## src/rtl/fifo_pkg.sv

```systemverilog
// Shared types and the round-robin pick helper for the FIFO write arbiter.
// rr_pick works on a 16-bit request vector so one function serves any NUM_REQ up to 16.
package fifo_pkg;

    localparam int DEFAULT_WIDTH     = 8;
    localparam int DEFAULT_FIFO_SIZE = 16;
    localparam int MAX_REQ           = 16;

    typedef enum logic {ARB, LOCK} arb_state_t;

    // One-hot mask of the first set request found searching upward from last_idx+1, wrapping at n.
    function automatic logic [MAX_REQ-1:0] rr_pick(input logic [MAX_REQ-1:0] req,
                                                   input logic [3:0]         last_idx,
                                                   input int                 n);
        logic [MAX_REQ-1:0] pick;
        logic               found;
        int                 idx;
        pick  = '0;
        found = 1'b0;
        for (int k = 1; k <= MAX_REQ; k++) begin
            if (k <= n) begin
                idx = (int'(last_idx) + k) % n;
                if (!found && req[idx]) begin
                    pick[idx] = 1'b1;
                    found     = 1'b1;
                end
            end
        end
        return pick;
    endfunction

endpackage

```

## src/rtl/fifo_wr_arbiter_rr_arbiter.sv

```systemverilog
// Round-robin pick plus the last-winner register; the pointer only moves on a real grant.
// Latency: grant is combinational; last_idx updates on the grant edge. Backpressure: en_i=0 suppresses all grants.
module rr_arbiter
    import fifo_pkg::*;
#(
    parameter int NUM_REQ = 4,
    parameter int IDX_W   = $clog2(NUM_REQ)
) (
    input  logic               clk,
    input  logic               res,
    input  logic               en_i,
    input  logic [NUM_REQ-1:0] req_i,
    output logic [NUM_REQ-1:0] gnt_o,
    output logic [IDX_W-1:0]   last_idx_o
);

    logic [IDX_W-1:0]   last_idx_q;
    logic [IDX_W-1:0]   last_idx_d;
    logic [MAX_REQ-1:0] pick_full;
    logic               unused_pick;

    assign pick_full   = rr_pick(MAX_REQ'(req_i), 4'(last_idx_q), NUM_REQ);
    assign unused_pick = ^pick_full;
    assign gnt_o       = en_i ? pick_full[NUM_REQ-1:0] : '0;
    assign last_idx_o  = last_idx_q;

    always_comb begin
        last_idx_d = last_idx_q;
        for (int i = 0; i < NUM_REQ; i++) begin
            if (gnt_o[i]) begin
                last_idx_d = IDX_W'(i);
            end
        end
    end

    // Reset parks the pointer on the top index so requester 0 wins first.
    always_ff @(posedge clk) begin
        if (res) begin
            last_idx_q <= IDX_W'(NUM_REQ - 1);
        end else begin
            last_idx_q <= last_idx_d;
        end
    end

endmodule

```

## src/rtl/fifo_wr_arbiter.sv

```systemverilog
// Round-robin arbiter sharing one FIFO write port among NUM_REQ producers; optional burst lock via FIFO_BURST_LOCK_EN.
// Latency: zero, grant/wr_en/wdata combinational in the accept cycle. Backpressure: no grant while fifo_full or res.
module fifo_wr_arbiter
    import fifo_pkg::*;
#(
    parameter int WIDTH     = DEFAULT_WIDTH,
    parameter int NUM_REQ   = 4,
    parameter int MAX_BURST = 4,
    parameter int IDX_W     = $clog2(NUM_REQ)
) (
    input  logic                     clk,
    input  logic                     res,
    input  logic [NUM_REQ-1:0]       req,
    input  logic [NUM_REQ*WIDTH-1:0] req_wdata,
    output logic [NUM_REQ-1:0]       gnt,
    input  logic                     fifo_full,
    input  logic                     fifo_overflow,
    output logic                     fifo_wr_en,
    output logic [WIDTH-1:0]         fifo_wdata,
    output logic [IDX_W-1:0]         last_idx,
    output logic                     err
);

    logic [NUM_REQ-1:0] req_arb;
    logic               err_q;
    logic               err_d;

`ifdef FIFO_BURST_LOCK_EN
    arb_state_t state_q;
    logic [7:0] burst_cnt_q;

    // While locked only the current owner is visible to the picker.
    assign req_arb = (state_q == LOCK) ? (req & (NUM_REQ'(1) << last_idx)) : req;

    always_ff @(posedge clk) begin
        if (res) begin
            state_q     <= ARB;
            burst_cnt_q <= '0;
        end else begin
            case (state_q)
                ARB: begin
                    if (fifo_wr_en && (MAX_BURST > 1)) begin
                        state_q     <= LOCK;
                        burst_cnt_q <= 8'd1;
                    end
                end
                LOCK: begin
                    if (!fifo_full) begin
                        if (!req[last_idx]) begin
                            state_q     <= ARB;
                            burst_cnt_q <= '0;
                        end else if (burst_cnt_q + 8'd1 == 8'(MAX_BURST)) begin
                            state_q     <= ARB;
                            burst_cnt_q <= '0;
                        end else begin
                            burst_cnt_q <= burst_cnt_q + 8'd1;
                        end
                    end
                end
                default: begin
                    state_q     <= ARB;
                    burst_cnt_q <= '0;
                end
            endcase
        end
    end
`else
    localparam int UNUSED_MAX_BURST = MAX_BURST;
    assign req_arb = req;
`endif

    rr_arbiter #(
        .NUM_REQ (NUM_REQ),
        .IDX_W   (IDX_W)
    ) u_rr (
        .clk        (clk),
        .res        (res),
        .en_i       (!res && !fifo_full),
        .req_i      (req_arb),
        .gnt_o      (gnt),
        .last_idx_o (last_idx)
    );

    assign fifo_wr_en = |gnt;

    always_comb begin
        fifo_wdata = '0;
        for (int i = 0; i < NUM_REQ; i++) begin
            if (gnt[i]) begin
                fifo_wdata = fifo_wdata | req_wdata[i*WIDTH +: WIDTH];
            end
        end
    end

    always_comb begin
        err_d = err_q | fifo_overflow;
    end

    always_ff @(posedge clk) begin
        if (res) begin
            err_q <= 1'b0;
        end else begin
            err_q <= err_d;
        end
    end

    assign err = err_q;

endmodule

```

## config.mk

```make
export PLATFORM = sky130hd
export DESIGN_NAME = fifo_wr_arbiter
export DESIGN_NICKNAME = d
export VERILOG_FILES = /design/src/rtl/fifo_pkg.sv /design/src/rtl/fifo_wr_arbiter_rr_arbiter.sv /design/src/rtl/fifo_wr_arbiter.sv
export SDC_FILE = /design/constraint.sdc
export NUM_CORES = 1
export LEC_CHECK = 0
export CAP_MARGIN = 20
export CORE_AREA = 4 4 42 44
export DETAILED_ROUTE_END_ITERATION = 10
export DIE_AREA = 0 0 46 48
export DONT_BUFFER_PORTS = 1
export MAX_ROUTING_LAYER = met4
export PLACE_DENSITY_LB_ADDON = 0.12
export SETUP_SLACK_MARGIN = 0.15
export SYNTH_ARGS = -nofsm -noshare
export SYNTH_HDL_FRONTEND = slang
export SYNTH_SLANG_ARGS = --single-unit
export TNS_END_PERCENT = 10
```

## constraint.sdc

```tcl
create_clock -name clk -period 4.79 [get_ports clk]
set_input_delay 0.958 -clock clk [delete_from_list [all_inputs] [get_ports clk]]
set_output_delay 0.958 -clock clk [all_outputs]
set_load 0.02 [all_outputs]
```

==> impl_results.md <==
* Area taken by flip-flops and latches at 60.1 um2
* Initial antenna violation count at 0
* Most frequent cells in the layout: 11 x o21ai_1, 10 x a22oi_1, 8 x a222oi_1
* Number of max-cap violations at 0
* Die span in y at 48 um
* Gp weighted congestion at 0.806
* Final slew viol count at 0
* I/O Buffers at 0
* Status: completed
* CTS Buf Count at 3
* Syn nets at ~140
* Sequential cell area fraction in the yosys report at 7.42%
* Clock Skews at 0.0000499 ns
* Crit path max fanout at 11
* DRC errors left at 0
* Ys Warns at 0
* Max clock buf depth at 2
* Area Growth Syn to Fin at 4.95%
* Mapped Cells at 96
* CP arrival at 3.38 ns
* Number of distinct library cells after synthesis at 36
* WL/cell at 20.1 um
* Fillers at 131
* CP endpoint kind: primary output
* Largest area contributor in the netlist: ha_1
* CTS tree: built
* Starting DRT DRC Count at 46
* Worst-skew pair later-pin latency at 0.23 ns
* FMAX at 0.231 GHz
* Detailed-route via count at 815
* Post-synth top area share at 10.8%
* Hold Fails Final Rpt at 0
* Final setup violation count at 0
* Synth Register Bits at 3
* Slew headroom at 52.4%
* Fin Setup TNS at 0 ns
* Commonest non-fill, non-tap cell in the layout: o21ai_1
* Hold WC Path Type: register to register
* Post-Route WL at 2290 um
* # IOs at 56
* Vias in the first global route at 714
* Fin crit share at 90.6%
* Die W at 46 um
* Global-route wire length before repair at ~3100 um
* Final net count at 146
* Min Hold Slack at 0.578 ns
* Antenna-violating nets left at 0
* Minimum clock period at 4.34 ns
* Antenna cells at 0
* Critical path class: register to primary output
* Die area at 2210 um2
* Hold_buf cts at 0
* H-tree Lvls at 1
* PD cells at 625 nW/um2
* Clock sinks at 3
* Mapped Avg Cell Area at 8.43 um2
* Pin count of the biggest net entering global routing at 18
* Clk slew on worst S/H paths at about 0.04 ns
* Fraction of layout cells with a size suffix above 1 at approximately a fifth
* Post-CTS Setup Bufs at 0
* Main area contributors after synthesis: ha_1 11%, a222oi_1 9.9%, a22oi_1 9.3%
* # resized after CTS at 0
* Maximum VDD drop at 385 uV
* Multi-input gate area at 717 um2
* GRT Overall Usage at roughly a fifth
* Worst-margin pin slew at just over 0.7 ns
* Data required, critical path at around 3.8 ns
* LEAKAGE at around 0.30 nW
* Synthesized cell area at between 800 and 900 um2
* DR vias/cell at 7.15
* Unrepaired setup endpoints after global routing: false
* Grt ovf at 0
* First-pass iteration count of the detailed router at 4
* CTS root buffer: clkbuf_4
* Num rows at 14
* Initial Utilization at about 56%
* Hpwl dp at 1750 um
* Critical path startpoint category: register
* Total core area at 1440 um2
## path summary, 6_finish.rpt
check | from | endpoint | slack [ns] | cells after the start
max | u_rr.last_idx_o[1] | fifo_wdata[7] | 0.45 | 8
min reg2reg | err | err | 0.58 | 2
min | err | err | 0.58 | 2
max reg2reg | u_rr.last_idx_o[1] | u_rr.last_idx_o[1] | 1.37 | 8
## flip-flops by register name, indices dropped and copies added, names as in the netlist
signal,flops
u_rr.last_idx_o,2
err,1
## per-stage QoR
stage                     power (mW)  cells  area, um2  util, %  setup slack (ns)
final                          0.531    114        850     59.1             0.452
after global routing           0.578    114        850     59.1             0.156
after CTS                      0.533    114        850     59.1             0.358
after detailed placement       0.487    110        823     57.3             0.609
after global placement         0.478    110        823     57.3             0.658
after floorplan                0.422     96        810        -             0.483
## synth_stat cells
library cell    n
a221oi_1        2
or2_4           1
inv_1           3
a22oi_1        10
nor2b_1         5
a222oi_1        8
dfxtp_1         3
nor2_2          1
nand2_1         6
o21ai_1        11
nor4_1          1
buf_2           1
a21oi_1         2
dlygate4sd1_1   1
mux4_2          3
o21ai_0         1
buf_1           1
mux2_2          4
a2111oi_4       1
o211a_1         1
mux2i_1         1
nand3b_1        1
or2_2           1
a31o_2          1
and2_4          1
o311ai_4        1
nand2b_1        1
nand3_1         2
a2bb2oi_1       1
a2111o_1        1
ha_1            7
clkbuf_1        1
a31oi_1         1
and2_1          4
a21o_1          1
nor2_1          5
## power by group
group | internal, mW | total [mW] | switching [mW]
registers | 0.0321 | 0.0467 | 0.0146
logic | 0.171 | 0.440 | 0.268
clock network | 0.0312 | 0.0444 | 0.0131
## routing by layer
layer / global-route usage, % / wire [um] / vias to the layer above
met2: 31.9 / 1180 / 31
met1: 25.7 / 973 / 386
met5: - / 0 / -
li1: - / - / 398
met4: 3.41 / 0 / 0
met3: 3.01 / 136 / 0
## worst max-delay path: stages, from the launching register on
cell and delay [ns]:
dfxtp_1 0.60, inv_1 0.18, ha_1 0.41, mux4_2 0.61
or2_4 0.30, nor4_1 0.27, a31o_2 0.37, a222oi_1 0.13
o21ai_1 0.29
## kinds of logic (layout without fill, tap and decap cells)
kind of cell	Yosys count	count (layout)	share of synthesized area, %
AO/OA/AOI/OAI	42	42	43.1
adder cells (fa/ha/maj)	7	7	10.8
buffers and inverters	7	9	4.02
flip-flops	3	3	7.42
multiplexers	8	8	15.1
AND/OR/NAND/NOR	29	29	19.5
## final cells by class
class | instances | area share, %
Multi-Input combinational cell | 86 | 84.4
Sequential cell | 3 | 7.07
Clock buffer | 4 | 3.09
Tap cell | 16 | 2.36
Timing Repair Buffer | 2 | 1.77
Inverter | 3 | 1.33
Note: power is estimated with default switching activity, not from simulation.
